[src/rtl/nv_clk_gate_pkg.sv]
// Shared types and helpers for the multi-channel clock-gating controller.
// Stats width is used only when NV_CLK_GATE_STATS_EN is defined.
package nv_clk_gate_pkg;

    typedef enum logic [1:0] {
        CG_RUN  = 2'd0,
        CG_OFF  = 2'd1,
        CG_WAKE = 2'd2
    } cg_state_e;

    localparam int CG_STAT_W = 32;

    // Width of the per-channel counter: must hold max(idle, wake).
    function automatic int cg_cnt_w(input int idle, input int wake);
        int m;
        m = (idle > wake) ? idle : wake;
        return (m < 1) ? 1 : $clog2(m + 1);
    endfunction

endpackage

[src/rtl/nv_cg_cell.sv]
// Glitch-free clock gate: enable latched while clk is low, then ANDed with clk.
// The only latch/negedge logic in the design; swap for a library ICG cell here.
module nv_cg_cell (
    input  logic clk,
    input  logic te,
    input  logic e,
    output logic q
);

    logic en_lat;

    always_latch begin
        if (!clk) begin
            en_lat <= te | e;
        end
    end

    assign q = clk & en_lat;

endmodule

[src/rtl/nv_clk_gate_ctrl.sv]
// Multi-channel clock-gating controller with idle hysteresis and wake handshake.
// Optional per-channel OFF-cycle statistics when NV_CLK_GATE_STATS_EN is defined.
//
//   state   | meaning
//   --------+----------------------------------------------------------
//   CG_RUN  | clock running, rdy=1; counts consecutive idle cycles
//   CG_OFF  | clock gated, gated=1; waits for busy or cg_disable
//   CG_WAKE | clock running, rdy=0; counts WAKE_CYCLES before RUN
module nv_clk_gate_ctrl
    import nv_clk_gate_pkg::*;
#(
    parameter int NUM_CH      = 4,
    parameter int IDLE_CYCLES = 16,
    parameter int WAKE_CYCLES = 2
) (
    input  logic              nvdla_core_clk,
    input  logic              nvdla_core_rst,
    input  logic              test_en,
    input  logic [NUM_CH-1:0] busy,
    input  logic [NUM_CH-1:0] cg_disable,
    output logic [NUM_CH-1:0] rdy,
    output logic [NUM_CH-1:0] gclk,
    output logic [NUM_CH-1:0] gated
`ifdef NV_CLK_GATE_STATS_EN
    ,
    input  logic                        stats_clr,
    output logic [NUM_CH*CG_STAT_W-1:0] gated_cnt
`endif
);

    localparam int CNT_W = cg_cnt_w(IDLE_CYCLES, WAKE_CYCLES);
    localparam logic [CNT_W-1:0] IDLE_LAST = CNT_W'(IDLE_CYCLES - 1);
    // Clamped so the compare stays well-formed when WAKE_CYCLES is 0; that
    // case never enters CG_WAKE.
    localparam logic [CNT_W-1:0] WAKE_LAST = CNT_W'((WAKE_CYCLES > 0) ? WAKE_CYCLES - 1 : 0);

    logic [NUM_CH-1:0] fsm_en;

    for (genvar i = 0; i < NUM_CH; i++) begin : g_ch

        cg_state_e        state_q;
        cg_state_e        state_d;
        logic [CNT_W-1:0] cnt_q;
        logic [CNT_W-1:0] cnt_d;
        logic             req;

        assign req = busy[i] | cg_disable[i];

        always_ff @(posedge nvdla_core_clk) begin
            if (nvdla_core_rst) begin
                state_q <= CG_RUN;
                cnt_q   <= '0;
            end else begin
                state_q <= state_d;
                cnt_q   <= cnt_d;
            end
        end

        always_comb begin
            state_d = state_q;
            cnt_d   = cnt_q;
            case (state_q)
                CG_RUN: begin
                    if (req) begin
                        cnt_d = '0;
                    end else if (cnt_q == IDLE_LAST) begin
                        state_d = CG_OFF;
                        cnt_d   = '0;
                    end else begin
                        cnt_d = cnt_q + 1'b1;
                    end
                end
                CG_OFF: begin
                    if (req) begin
                        cnt_d = '0;
                        if (WAKE_CYCLES == 0) begin
                            state_d = CG_RUN;
                        end else begin
                            state_d = CG_WAKE;
                        end
                    end
                end
                CG_WAKE: begin
                    // A dropped request does not abort the wake.
                    if (cnt_q == WAKE_LAST) begin
                        state_d = CG_RUN;
                        cnt_d   = '0;
                    end else begin
                        cnt_d = cnt_q + 1'b1;
                    end
                end
                default: begin
                    state_d = CG_RUN;
                    cnt_d   = '0;
                end
            endcase
        end

        assign rdy[i]    = (state_q == CG_RUN);
        assign gated[i]  = (state_q == CG_OFF);
        assign fsm_en[i] = (state_q != CG_OFF);

        nv_cg_cell u_cell (
            .clk (nvdla_core_clk),
            .te  (test_en),
            .e   (fsm_en[i]),
            .q   (gclk[i])
        );

`ifdef NV_CLK_GATE_STATS_EN
        logic [CG_STAT_W-1:0] stat_q;

        always_ff @(posedge nvdla_core_clk) begin
            if (nvdla_core_rst || stats_clr) begin
                stat_q <= '0;
            end else if ((state_q == CG_OFF) && (stat_q != {CG_STAT_W{1'b1}})) begin
                stat_q <= stat_q + 1'b1;
            end
        end

        assign gated_cnt[i*CG_STAT_W +: CG_STAT_W] = stat_q;
`endif

    end

endmodule

[config.mk]
export PLATFORM = sky130hd
export DESIGN_NAME = nv_clk_gate_ctrl
export DESIGN_NICKNAME = d
export VERILOG_FILES = /design/src/rtl/nv_clk_gate_pkg.sv /design/src/rtl/nv_cg_cell.sv /design/src/rtl/nv_clk_gate_ctrl.sv
export SDC_FILE = /design/constraint.sdc
export NUM_CORES = 1
export LEC_CHECK = 0
export CORE_AREA = 2 2 57 72
export DETAILED_ROUTE_END_ITERATION = 10
export DIE_AREA = 0 0 59 74
export MAX_ROUTING_LAYER = met4
export PLACE_DENSITY = 0.79
export SLEW_MARGIN = 40
export SYNTH_ARGS = -nofsm -noshare
export SYNTH_HDL_FRONTEND = slang
export SYNTH_SLANG_ARGS = --single-unit
[constraint.sdc]
create_clock -name nvdla_core_clk -period 4.8 [get_ports nvdla_core_clk]
set_input_delay 0.96 -clock nvdla_core_clk [delete_from_list [all_inputs] [get_ports nvdla_core_clk]]
set_output_delay 0.96 -clock nvdla_core_clk [all_outputs]
set_load 0.005 [all_outputs]
==> impl_metrics.toml, run 1 <==
[synthesis]
syn_area_sq_um = 1770
synth.distinct_cells = 32
syn_avg_cell_area_sq_um = 8.66
synth.top_cell.area_share_pct = 31.7
syn_inst = 204
synthesis.nets = 231
yosys-top-cells-area = "dfxtp_1 32%, ha_1 11%, nor2_1 5.1%, mux2i_1 4.5%, inv_1 3.8%"
synth_seq_cells = 32
ys_warn_count = 0
yosys.area.top_type = "dfxtp_1"

[timing]
setup_tns_ns = 0
rsz0062_at_grt = "false"
max_slew.worst_pin.slew_ns = 0.612
finalSetupViolations = 0
finalClockSkew_ns = 0.00813
drv_slew = 0
slew_headroom_pct = 58.8
hold_viol_final = 0

[drt]
totalWireLength_um = 3190
drt_iter0_drc = 50
wl_per_cell_um = 12.0
ant_nets = 0
viasPerCell = 5.47
dr.pass1.iters = 4
drc = 0
vias = 1454

[pwr]
leakagePower_nw = 0.811
powerDensity_nw_per_um2 = 322
ir_drop_uv = 169
design_power_total_mw = 0.669

[worst_setup_path]
cp.required_ns = 3.84
crit_fanout = 1
cp_data_arrival_time_ns = 3.79
cp-end-kind = "primary output"
start_kind = "latch"
worstSetupPathType = "latch to primary output"

[grt]
grt_pass1_vias = 1417
grt_max_degree = 29
antenna_found_initial = 0
track_usage_pct = 18.3
grt_overflow = 0
grt_pass1_wl_um = 5660

[clock_network]
cts_tree = "built"
clk_pin_slew_worst_paths_ns = 0.06
clkLatencyLatePin_ns = 0.40
hold_buffers = 0

[job]
cap_violations = 0

[floorplan]
chipHeight_um = 74
placementRows = 25
dieArea_sq_um = 4370
core-area_sq_um = 3690
die_x_um = 59
top_level_ports = 23
initial_core_util_pct = 47.9

[layout]
synthToLayoutAreaGrowth_pct = 17.7
diodes = 0
drive_gt1_share_pct = 7.52
fillers = 340
fin_nets = 252

[placement]
port_buffers = 22
dpl.hpwl_um = 2140
place.gp.congestion = 0.849

[run_status]
status = "finished, final reports clean"

[hold_path]
min_path_type = "flop to flop"
## power by group
part	switching, mW	internal, mW	leakage [nW]	total (mW)
combinational	0.0143	0.0145	0.430	0.0288
clock	0.143	0.239	0.121	0.381
sequential	0.00215	0.257	0.260	0.259
## cell usage after synthesis, drive strengths merged
master   number
a21oi         8
a22oi         4
a31oi         4
a32o          3
and2          5
buf           8
clkbuf        4
dfxtp        28
dlxtn         4
ha           16
inv          18
mux2i         8
nand2         9
nand2b        5
nand3        13
nand3b        8
nor2         24
nor2b         3
nor3          6
nor3b         2
nor4          2
o21ai         4
o22a          4
o2bb2ai       1
or2           1
or3           4
or4b          4
xnor2         4
## timing repair
| action | 4_1_cts | 5_1_grt |
|---|---|---|
| hold endpoints to repair | 0 | 0 |
| setup endpoints to repair | 0 | 6 |
| setup buffers | 0 | 0 |
| gates resized for setup | 0 | 3 |
## placed cells by master (no fill, tap or decap), types with 2 or more instances in the layout
master,instances
dfxtp_1,28
nor2_1,24
inv_1,18
clkdlybuf4s50_1,18
ha_1,16
nand3_1,13
nand2_1,9
clkbuf_8,9
a21oi_1,8
mux2i_1,8
nand3b_1,8
nor3_1,6
nand2b_1,5
and2_1,5
o21ai_0,4
or3_1,4
o22a_1,4
xnor2_1,4
a31oi_1,4
dlxtn_1,4
nor2b_1,3
clkbuf_1,3
dlymetal6s2s_1,3
or4b_4,2
or4b_1,2
nor3b_1,2
a22oi_1,2
a32o_2,2
nor4_1,2
a22oi_2,2
## worst max-delay path, cell delays in order (launching register included)
cell and delay [ns]:
dlxtn_1 0.38, and2_1 0.11, clkdlybuf4s50_1 0.49
## metal layers
metal  vias up  part of all wire, %  global-route usage, %
li1        740                    -                      -
met1       669                   44                   18.3
met2        34                   46                   28.3
met3        11                  6.1                   7.83
met4         0                  3.2                   13.4
met5         -                    0                      -
## state kept, by name, indices dropped and copies added (netlist names)
| signal | cells |
|---|---|
| g_ch.cnt_q | 20 |
| g_ch.state_q | 8 |
| g_ch.u_cell.en_lat | 4 |
## through the flow
stage | instance area, sq um | util, % | hold slack [ns] | cells | worst slack (ns)
after floorplan | 1770 | - | 0.462 | 204 | 0.873
after global placement | 1940 | 52.6 | 0.476 | 254 | 0.488
after detailed placement | 1940 | 52.5 | 0.476 | 254 | 0.480
after CTS | 2070 | 56.1 | 0.484 | 266 | 0.0230
after global routing | 2080 | 56.3 | 0.529 | 266 | 0.0118
final | 2080 | 56.3 | 0.483 | 266 | 0.0457
## layout make-up
type | instances | area (sq um) | share of cell area (%)
Clock buffer | 16 | 183 | 8.78
Inverter | 18 | 67.6 | 3.25
Multi-Input combinational cell | 142 | 983 | 47.3
Sequential cell | 32 | 621 | 29.8
Tap cell | 40 | 50.0 | 2.41
Timing Repair Buffer | 18 | 175 | 8.42
## cell families after synthesis
| group | Yosys count | synth area share [%] |
|---|---|---|
| AND/OR/NAND/NOR | 86 | 26.4 |
| buffers and inverters | 30 | 9.21 |
| AO/OA/AOI/OAI | 28 | 11.4 |
| flip-flops | 28 | 31.7 |
| adder cells (fa/ha/maj) | 16 | 11.3 |
| multiplexers | 8 | 4.53 |
| XOR/XNOR | 4 | 1.98 |
| latches | 4 | 3.40 |
## worst paths after layout
path	startpoint	to	slack, ns	depth (start not counted)
max	g_ch[1].u_cell.en_lat	gclk[1]	0.05	2
min	g_ch[0].cnt_q[1]	g_ch[0].cnt_q[1]	0.48	2
max reg2reg	g_ch[0].state_q[0]	g_ch[0].u_cell.en_lat	1.57	2
min reg2reg	g_ch[0].cnt_q[1]	g_ch[0].cnt_q[1]	0.48	2
Power figures use the tool's default switching activity.
==> run 2: changes to the inputs <==
Settings changed: ABC_CLOCK_PERIOD_IN_PS from default to 4800.
==> results of run 2 <==
Final layout, timing and power as in run 1 (identical DEF).
==> run 3: changes to the inputs <==
Settings changed: CTS_BUF_LIST from default to sky130_fd_sc_hd__clkbuf_8.
==> run 3 against run 2 <==
  * Utilization about the same
  * Non-clock buffer count is the same
  * Final cell count stayed put
  * Wire length is 0.41% lower
  * Global-route usage did not move
  * Critical endpoint unchanged
==> impl_metrics.toml, run 3 (synthesis gave the netlist of run 1 again) <==
[floorplan]
top_level_ports = 23
die_x_um = 59
dieArea_sq_um = 4370
placementRows = 25
initial_core_util_pct = 47.9
core-area_sq_um = 3690
chipHeight_um = 74

[worst_setup_path]
slowest_stage = "clkdlybuf4s50_1"
critical_path_buf_inv_count = 1
worstSetupPathType = "latch to primary output"
slowest_delay_ns = 0.49
crit_fanout = 1
cp_top_family = "buffers and inverters"
cp_data_arrival_time_ns = 3.79
cp.required_ns = 3.84
cp-end-kind = "primary output"
path_cells = "and2_1 > clkdlybuf4s50_1"
start_kind = "latch"

[drt]
totalWireLength_um = 3180
viasPerCell = 5.47
drc = 0
wl_per_cell_um = 12.0
drt_iter0_drc = 50
ant_nets = 0
vias = 1454
dr.pass1.iters = 4

[layout]
diodes = 0
largest_reg_flops = 20
reg_top3 = "g_ch.cnt_q x20, g_ch.state_q x8, g_ch.u_cell.en_lat x4"
final_cell_mix = "28 x dfxtp_1, 24 x nor2_1, 21 x inv_1, 18 x clkdlybuf4s50_1, 16 x ha_1"
top_register = "g_ch.cnt_q"
final_common_cell = "dfxtp_1"
drive_gt1_share_pct = 7.96
fin_nets = 252
synthToLayoutAreaGrowth_pct = 17.8

[grt]
track_usage_pct = 18.3
grt_max_degree = 29
antenna_found_initial = 0
grt_overflow = 0
grt_pass1_wl_um = 5670
grt_pass1_vias = 1418

[pwr]
sw_frac_of_total_pct = 24.0
powerDensity_nw_per_um2 = 318
ir_drop_uv = 169
leakagePower_nw = 0.823
pwr-share-seq_pct = 39.1
switching_power_mw = 0.159
power_frac_clock_pct = 56.6
p_comb_share_pct = 4.3
internal-power_mw = 0.503

[timing]
max_slew.worst_pin.slew_ns = 0.615
worst_slack_ns = 0.0473
hold_viol_final = 0
setup_tns_ns = 0
drv_slew = 0
finalSetupViolations = 0
finalClockSkew_ns = 0.00711
slew_headroom_pct = 58.6
rsz0062_at_grt = "false"

[placement]
port_buffers = 22
place.gp.congestion = 0.849
post-place-ws_ns = 0.480
dpl.hpwl_um = 2140

[clock_network]
clk_pin_slew_worst_paths_ns = 0.06
cts_tree = "built"
clkLatencyLatePin_ns = 0.40
cts_setup_buffers = 0

[hold_path]
min_path_type = "flop to flop"

[job]
cap_violations = 0

[run_status]
status = "finished, final reports clean"
-- run 3: layout make-up --
cell class | count | area [sq um]
Clock buffer | 13 | 171
Clock inverter | 3 | 11.3
Fill cell | 340 | 1610
Inverter | 18 | 67.6
Multi-Input combinational cell | 142 | 983
Sequential cell | 32 | 622
Tap cell | 40 | 50.0
Timing Repair Buffer | 18 | 175
-- run 3: metrics by stage --
| step | instances | power [mW] | hold slack (ns) | instance area [sq um] | util, % |
|---|---|---|---|---|---|
| detailed placement | 254 | 0.386 | 0.476 | 1940 | 52.5 |
| global placement | 254 | 0.386 | 0.476 | 1940 | 52.6 |
| finish | 266 | 0.662 | 0.483 | 2080 | 56.4 |
| floorplan | 204 | 0.359 | 0.462 | 1770 | - |
| global route | 266 | 0.697 | 0.529 | 2080 | 56.4 |
| CTS | 266 | 0.682 | 0.484 | 2070 | 56.1 |
-- run 3: worst reg2reg max path, cell delays in order (launching register included) --
cell      delay (ns)
dfxtp_1         0.39
nor2b_1         0.37
nand2b_1        0.09
-- run 3: final timing paths --
| kind | startpoint | end | slack, ns | cells past startpoint |
|---|---|---|---|---|
| setup / recovery | g_ch[1].u_cell.en_lat | gclk[1] | 0.05 | 2 |
| hold / removal | g_ch[0].cnt_q[1] | g_ch[0].cnt_q[1] | 0.48 | 2 |
| setup reg to reg | g_ch[0].state_q[0] | g_ch[0].u_cell.en_lat | 1.57 | 2 |
| hold reg to reg | g_ch[0].cnt_q[1] | g_ch[0].cnt_q[1] | 0.48 | 2 |
-- run 3: repair_timing --
item | 4_1_cts | 5_1_grt
endpoints found under the setup margin | 0 | 6
resized for setup | 0 | 4
hold buffers | 0 | 0
-- run 3: per-layer routing --
metal | up-vias | part of all wire (%) | global-route usage [%]
met4 | 0 | 3.2 | 13.4
met2 | 34 | 46 | 28.1
met3 | 11 | 6.0 | 7.83
li1 | 740 | - | -
met5 | - | 0 | -
met1 | 669 | 45 | 18.4
-- run 3: power by group through the flow --
stage               clock (mW)  combinational (mW)  sequential (mW)
floorplan               0.0773              0.0175            0.265
global placement        0.0927              0.0286            0.265
detailed placement      0.0927              0.0284            0.265
CTS                      0.394              0.0289            0.259
global route             0.406              0.0320            0.259
finish                   0.374              0.0288            0.259
